===== src/rtl/pwm_capture.sv =====
// PWM capture: measures the period and high time of an asynchronous PWM line and flags a stuck line.
// Optional glitch filter between synchroniser and edge detect: define PWM_CAP_FILTER_EN.
module pwm_capture #(
    parameter int              CNT_W    = 24,
    parameter logic [CNT_W-1:0] TIMEOUT = CNT_W'(5000000),
    parameter int              FILT_LEN = 4
) (
    input  logic             clk,
    input  logic             rst_n,
    input  logic             pwm_in,
    input  logic             clr,
    output logic [CNT_W-1:0] period,
    output logic [CNT_W-1:0] high_t,
    output logic             valid,
    output logic             stuck,
    output logic             level,
    output logic [1:0]       state_dbg
);

    typedef enum logic [1:0] {
        IDLE    = 2'd0,
        MEAS_HI = 2'd1,
        MEAS_LO = 2'd2
    } state_t;

    if (TIMEOUT == '1) begin : g_bad_timeout
        $error("TIMEOUT must be below the counter saturation value");
    end
    if (FILT_LEN < 1) begin : g_bad_filt_len
        $error("FILT_LEN must be at least 1");
    end

    state_t           state, state_nxt;
    logic             sync1, s, lvl, lvl_d;
    logic             rise, fall;
    logic [CNT_W-1:0] cnt, hi;
    logic             capture, latch_hi, timeout;

    always_ff @(posedge clk or negedge rst_n) begin
        if (!rst_n) begin
            sync1 <= 1'b0;
            s     <= 1'b0;
        end else begin
            sync1 <= pwm_in;
            s     <= sync1;
        end
    end

`ifdef PWM_CAP_FILTER_EN
    localparam int FC_W = $clog2(FILT_LEN + 1);
    logic [FC_W-1:0] filt_cnt;
    logic            filt_lvl;

    // Level flips only after FILT_LEN consecutive samples disagree with it.
    always_ff @(posedge clk or negedge rst_n) begin
        if (!rst_n) begin
            filt_lvl <= 1'b0;
            filt_cnt <= '0;
        end else if (s == filt_lvl) begin
            filt_cnt <= '0;
        end else if (filt_cnt == FC_W'(FILT_LEN - 1)) begin
            filt_lvl <= s;
            filt_cnt <= '0;
        end else begin
            filt_cnt <= filt_cnt + 1'b1;
        end
    end
    assign lvl = filt_lvl;
`else
    assign lvl = s;
`endif

    always_ff @(posedge clk or negedge rst_n) begin
        if (!rst_n) lvl_d <= 1'b0;
        else        lvl_d <= lvl;
    end

    assign rise      = lvl & ~lvl_d;
    assign fall      = ~lvl & lvl_d;
    assign level     = lvl;
    assign state_dbg = state;

    // At a rise, cnt holds the number of cycles since the previous rise.
    always_ff @(posedge clk or negedge rst_n) begin
        if (!rst_n)           cnt <= '0;
        else if (clr)         cnt <= '0;
        else if (rise)        cnt <= CNT_W'(1);
        else if (cnt != '1)   cnt <= cnt + 1'b1;
    end

    always_ff @(posedge clk or negedge rst_n) begin
        if (!rst_n) state <= IDLE;
        else        state <= state_nxt;
    end

    // Timeout wins over an edge arriving in the same cycle.
    always_comb begin
        state_nxt = state;
        capture   = 1'b0;
        latch_hi  = 1'b0;
        timeout   = 1'b0;
        if (clr) begin
            state_nxt = IDLE;
        end else begin
            case (state)
                IDLE: begin
                    if (rise) state_nxt = MEAS_HI;
                end
                MEAS_HI: begin
                    if (cnt == TIMEOUT) begin
                        timeout   = 1'b1;
                        state_nxt = IDLE;
                    end else if (fall) begin
                        latch_hi  = 1'b1;
                        state_nxt = MEAS_LO;
                    end
                end
                MEAS_LO: begin
                    if (cnt == TIMEOUT) begin
                        timeout   = 1'b1;
                        state_nxt = IDLE;
                    end else if (rise) begin
                        capture   = 1'b1;
                        state_nxt = MEAS_HI;
                    end
                end
                default: state_nxt = IDLE;
            endcase
        end
    end

    always_ff @(posedge clk or negedge rst_n) begin
        if (!rst_n) begin
            hi     <= '0;
            period <= '0;
            high_t <= '0;
            valid  <= 1'b0;
            stuck  <= 1'b0;
        end else if (clr) begin
            hi     <= '0;
            period <= '0;
            high_t <= '0;
            valid  <= 1'b0;
            stuck  <= 1'b0;
        end else begin
            valid <= capture;
            if (latch_hi) hi <= cnt;
            if (capture) begin
                period <= cnt;
                high_t <= hi;
                stuck  <= 1'b0;
            end else if (timeout) begin
                stuck  <= 1'b1;
            end
        end
    end

endmodule


===== config.mk =====
export PLATFORM = sky130hd
export DESIGN_NAME = pwm_capture
export DESIGN_NICKNAME = d
export VERILOG_FILES = /design/src/rtl/pwm_capture.sv
export SDC_FILE = /design/constraint.sdc
export NUM_CORES = 1
export LEC_CHECK = 0
export CAP_MARGIN = 0
export CORE_MARGIN = 4
export CORE_UTILIZATION = 40
export CTS_CLUSTER_SIZE = 16
export DETAILED_ROUTE_END_ITERATION = 10
export HOLD_SLACK_MARGIN = 0.15
export PLACE_DENSITY = 0.67
export SYNTH_ARGS = -nofsm -noshare
export SYNTH_HDL_FRONTEND = slang
export SYNTH_SLANG_ARGS = --single-unit
export TNS_END_PERCENT = 1

===== constraint.sdc =====
create_clock -name clk -period 2.32 [get_ports clk]
set_input_delay 0.232 -clock clk [delete_from_list [all_inputs] [get_ports clk]]
set_output_delay 0.232 -clock clk [all_outputs]
set_load 0.05 [all_outputs]

## Yosys cells after proc, flatten, opt, wreduce, memory -nomap -nowiden

Cells that the tools add are included.

| storage, ports and cells | value |
|---|---|
| register bits | 103 |
| bits of input ports | 4 |
| output and inout port bits | 53 |

| operators by class | value |
|---|---|
| add/subtract/negate cells | 1 |
| reduce and logical (&&, ||, !) cells | 6 |
| muxes and demuxes | 30 |
| equality and inequality tests | 5 |
| bitwise gates (word level) | 4 |

Operators by type and width:

| cell | number |
|---|---|
| 24-bit 2-to-1 mux | 9 |
| 24-bit by 1-bit adder with 24-bit output (second input constant) | 1 |
| 24-bit by 23-bit == test with 1-bit output (second input constant) | 1 |
| 24-bit != test (second input constant) | 1 |
| 1-bit 2-to-1 mux | 15 |
| 2-bit 2-to-1 mux | 5 |
| 2-bit one-hot mux with 3 select lines | 1 |
| 3-bit nonzero test | 2 |
| 4-bit != test (second input constant) | 1 |
| 2-bit nonzero test | 2 |
| 1-bit bitwise AND | 2 |
| 2-bit by 1-bit == test with 1-bit output (second input constant) | 1 |
| 2-bit == test (second input constant) | 1 |
| 2-bit zero test | 1 |
| 1-bit inverter | 2 |
| 2-bit OR reduction | 1 |

## Longest topological paths before layout

| depth | value |
|---|---|
| depth after elaboration | 8 |
| gate-level depth with buffers | 11 |
| mapped depth without buffers | 7 |

## Worst setup path before layout

OpenSTA, ideal clock, no wires.

| timing path | value |
|---|---|
| path kind | register to register |
| start point | reg cnt[0] |
| end point | reg high_t[10] |
| data required time | 2253 ps |
| buffers on the path | 4 |
| period minus slack after synthesis | 2187 ps |
| cell stages (with the launch flop) | 12 |
| slack | 133 ps |
| setup time | 67 ps |
| arrival time | 2120 ps |
| path through | dfrtp_1 > clkbuf_1 > inv_1 > ha_1 > nor4b_1 > and4_1 > buf_2 > a21boi_2 > nor3b_2 > buf_4 > buf_6 > a22o_1 |

| on the way | value |
|---|---|
| cells in the longest elaborated chain, start to end | 5 |

RTL lines:

| item | RTL line | RTL |
|---|---|---|
| from (decl) | 36 | `logic [CNT_W-1:0] cnt, hi;` |
| from (signal assigned) | 88 | `else if (cnt != '1) cnt <= cnt + 1'b1;` |
| 24-bit by 23-bit == test with 1-bit output | 119 | `if (cnt == TIMEOUT) begin` |
| 1-bit 2-to-1 mux | 119 |  |
| 1-bit 2-to-1 mux | 105 | `case (state)` |
| 1-bit 2-to-1 mux | 102 | `if (clr) begin` |
| 2-bit nonzero test (no source line) | - |  |
| to (signal assigned) | 150 | `high_t <= hi;` |
| to (decl) | 13 | `output logic [CNT_W-1:0] high_t,` |

Every way passes these cells.
A chain may end at the register's enable or synchronous reset.

## Worst setup path after layout

| timing path | value |
|---|---|
| start point | reg cnt[4] |
| end point | reg period[7] |

| on the way | value |
|---|---|
| cells in the longest elaborated chain, start to end | 5 |

RTL lines:

| item | RTL line | RTL |
|---|---|---|
| 24-bit by 23-bit == test with 1-bit output | 119 |  |
| 1-bit 2-to-1 mux | 119 |  |
| 1-bit 2-to-1 mux | 105 |  |
| 1-bit 2-to-1 mux | 102 |  |
| 2-bit nonzero test (no source line) | - |  |
| to (signal assigned) | 149 | `period <= cnt;` |
| to (decl) | 12 | `output logic [CNT_W-1:0] period,` |

Every way passes these cells.

==> impl_results.md <==
- Crit path max fanout: 49
- Slew Limit Fails: 0
- Final wirelength: 10,300 µm
- Maxcap violations: 0
- Largest net degree at the start of global routing: 67
- Leakage power of the design: 2.660 nW
- Worst skew pair latency: 0.34 ns
- Postcts setup bufs: 0
- Data required time of the worst path: 2.54 ns
- DR vias/cell: 5.621
- Fraction of registers with async set/reset: 100.0%
- DP HPWL: 6935 µm
- Vias in the first global route: 3,309
- Clock slew seen by the registers of the worst setup and hold paths: 0.07 ns
- Mapped Nets: 398
- Die Wd: 114.5 µm
- Commonest non-fill, non-tap cells in the layout: 103 x dfrtp_1, 55 x clkdlybuf4s50_1, 48 x a22o_1
- Fraction of layout cells with a size suffix above 1: 11.38%
- Ys flop type: dfrtp_1
- HP Class: in2reg
- CTS Buffer Depth: 2
- Top-Level Pins: 57
- Crit end category: flip-flop
- Tightest Pin Transition: 0.5093 ns
- Synthesized area: 4541 µm²
- Tmin final: 2.179 ns
- Hold Slack: 0.3328 ns
- Crit path kind: reg2reg
- N_diodes: 0
- Grt ovf: 0
- Seq/Total Area, Yosys: 56.76%
- Final core occ: 51.70%
- TritonCTS clock tree: yes
- RePlAce Congestion: 0.8687
- Commonest non-fill, non-tap cell in the layout: dfrtp_1
- Die area: 13,120 µm²
- Initial Utilization: 41.34%
- Core area: 10,980 µm²
- Chip height: 114.5 µm
- Row count: 38
- H-tree Lvls: 3
- Final instance area: 5678 µm²
- DP Area: 5369 µm²
- IO buf count: 56
- Final Setup Violations: 0
- FILL cells: 1,008
- First-pass GRT wire length: 17,530 µm
- Post-Synthesis Cells: 388
- Total CTS buffers: 9
- Residual DRC: 0
- Run status: finished clean
- Warnings, synthesis: 0
- Total iterations of the first detailed-routing run: 4
- Clock skew: 0.005545 ns
- Synthesized area per cell: 11.70 µm²
- Antenna violations before repair: 0
- P&R area growth vs syn: 25.05%
- Final Net Count: 462
- Post-synth EDFFs: 0
- DR iter-0 viols: 279
- All-Layer GR Usage: 16.80%
- Fin crit share: 93.92%
- CTS Sinks: 103
- ANT nets after route: 0
- Vias: 3,356
- TNS Setup: 0 ns
- RSZ-0062 raised after global routing: no
- DR WL/cell: 17.26 µm
- Distinct cells, synth: 51
- CP Data Arrival Time: 2.40 ns
- Startpoint Class: flip-flop
- FMAX: 0.4589 GHz
- PwrDens: 616.8 nW/µm²
- CTS root buf: clkbuf_16
- Peak supply drop: 0.3188 mV
- Number of synthesized register bits: 103
- Worst slew margin: 65.79%
- Power Total: 3.502 mW
- Fin. Hold Viols: 0
## cell usage after synthesis (3+ instances only)
cell type	instances	area, µm²
ha_1	6	75.07
buf_4	7	52.55
or4_1	5	37.54
nand3_1	13	65.06
a21oi_1	15	75.07
o21ai_0	11	55.05
and4_1	5	43.79
dfrtp_1	103	2577
o2111ai_1	4	35.03
a22o_1	48	420.4
mux2i_1	27	270.3
and3_1	4	25.02
nand4_1	8	50.05
buf_2	12	60.06
xor2_1	3	26.28
clkbuf_1	7	26.28
or3_1	13	81.33
inv_1	9	33.78
nand2_1	15	56.30
nor2_1	33	123.9
buf_6	3	33.78
## report_power, final
part | leakage, nW | switching (mW) | total, mW | internal, mW
clock | 0.136 | 0.644 | 1.48 | 0.837
sequential | 1.43 | 0.0145 | 1.82 | 1.81
combinational | 1.09 | 0.136 | 0.201 | 0.0653
## area by class of cell
| cell class | count | area [µm²] | share of cell area [%] |
|---|---|---|---|
| sequential | 103 | 2577 | 45.39 |
| clock buffer | 11 | 232.7 | 4.099 |
| timing repair buffer | 83 | 825.8 | 14.54 |
| clock inverter | 5 | 58.81 | 1.036 |
| tap | 140 | 175.2 | 3.085 |
| inverter | 9 | 33.78 | 0.5950 |
| multi-input combinational | 246 | 1774 | 31.25 |
## path summary, 6_finish.rpt
path	startpoint	end	slack, ns	cells past startpoint
max	cnt[4]$_DFFE_PN0P_	period[7]$_DFFE_PN0N_	0.14	6
min	pwm_in	sync1$_DFF_PN0_	0.33	1
max reg2reg	cnt[4]$_DFFE_PN0P_	period[7]$_DFFE_PN0N_	0.14	6
min reg2reg	sync1$_DFF_PN0_	level$_DFF_PN0_	0.35	0
max in group asynchronous	rst_n	period[8]$_DFFE_PN0N_	1.21	3
min in group asynchronous	rst_n	valid$_DFF_PN0_	0.39	2
## registers in the layout, indices dropped and copies added (netlist names)
signal / flops
lvl_d: 1
stuck: 1
level: 1
valid: 1
sync1: 1
high_t: 24
period: 24
cnt: 24
state_dbg: 2
hi: 24
## timing repair
action | CTS | global route
hold buffers | 1 | 0
endpoints found under the hold margin | 37 | 0
setup endpoints to repair | 0 | 48
resized for setup | 0 | 1
## logic make-up after synthesis
logic type / count (synthesis) / synth area share, %
AOI/OAI and AO/OA: 92 / 15.40
adders and majority gates: 6 / 1.653
muxes: 27 / 5.952
and+or+nand+nor: 116 / 14.63
xor gates and xnor gates: 5 / 0.9646
DFF: 103 / 56.76
buffers and inverters: 39 / 4.629
## layer usage
metal,vias up,wire length [µm],global-route usage (%)
met5,-,0,0
met3,12,461,3.700
met4,0,133,4.988
li1,1571,-,-
met1,1686,4937,23.79
met2,87,4769,25.92
## critical path, cell delays in order, from the launching register on
cell	delay, ns
dfrtp_1	0.47
or2_1	0.30
nor4_4	0.47
a21boi_4	0.16
nor3b_4	0.19
buf_12	0.20
a22o_1	0.25
## through the flow
| step | instances | worst slack [ns] |
|---|---|---|
| after global placement | 580 | 0.2115 |
| final | 597 | 0.1410 |
| after global routing | 597 | 0.004061 |
| after CTS | 597 | 0.08560 |
| after detailed placement | 580 | 0.1174 |
| after floorplan | 388 | 0.1327 |
No activity file was read; power rests on OpenSTA's default activity.
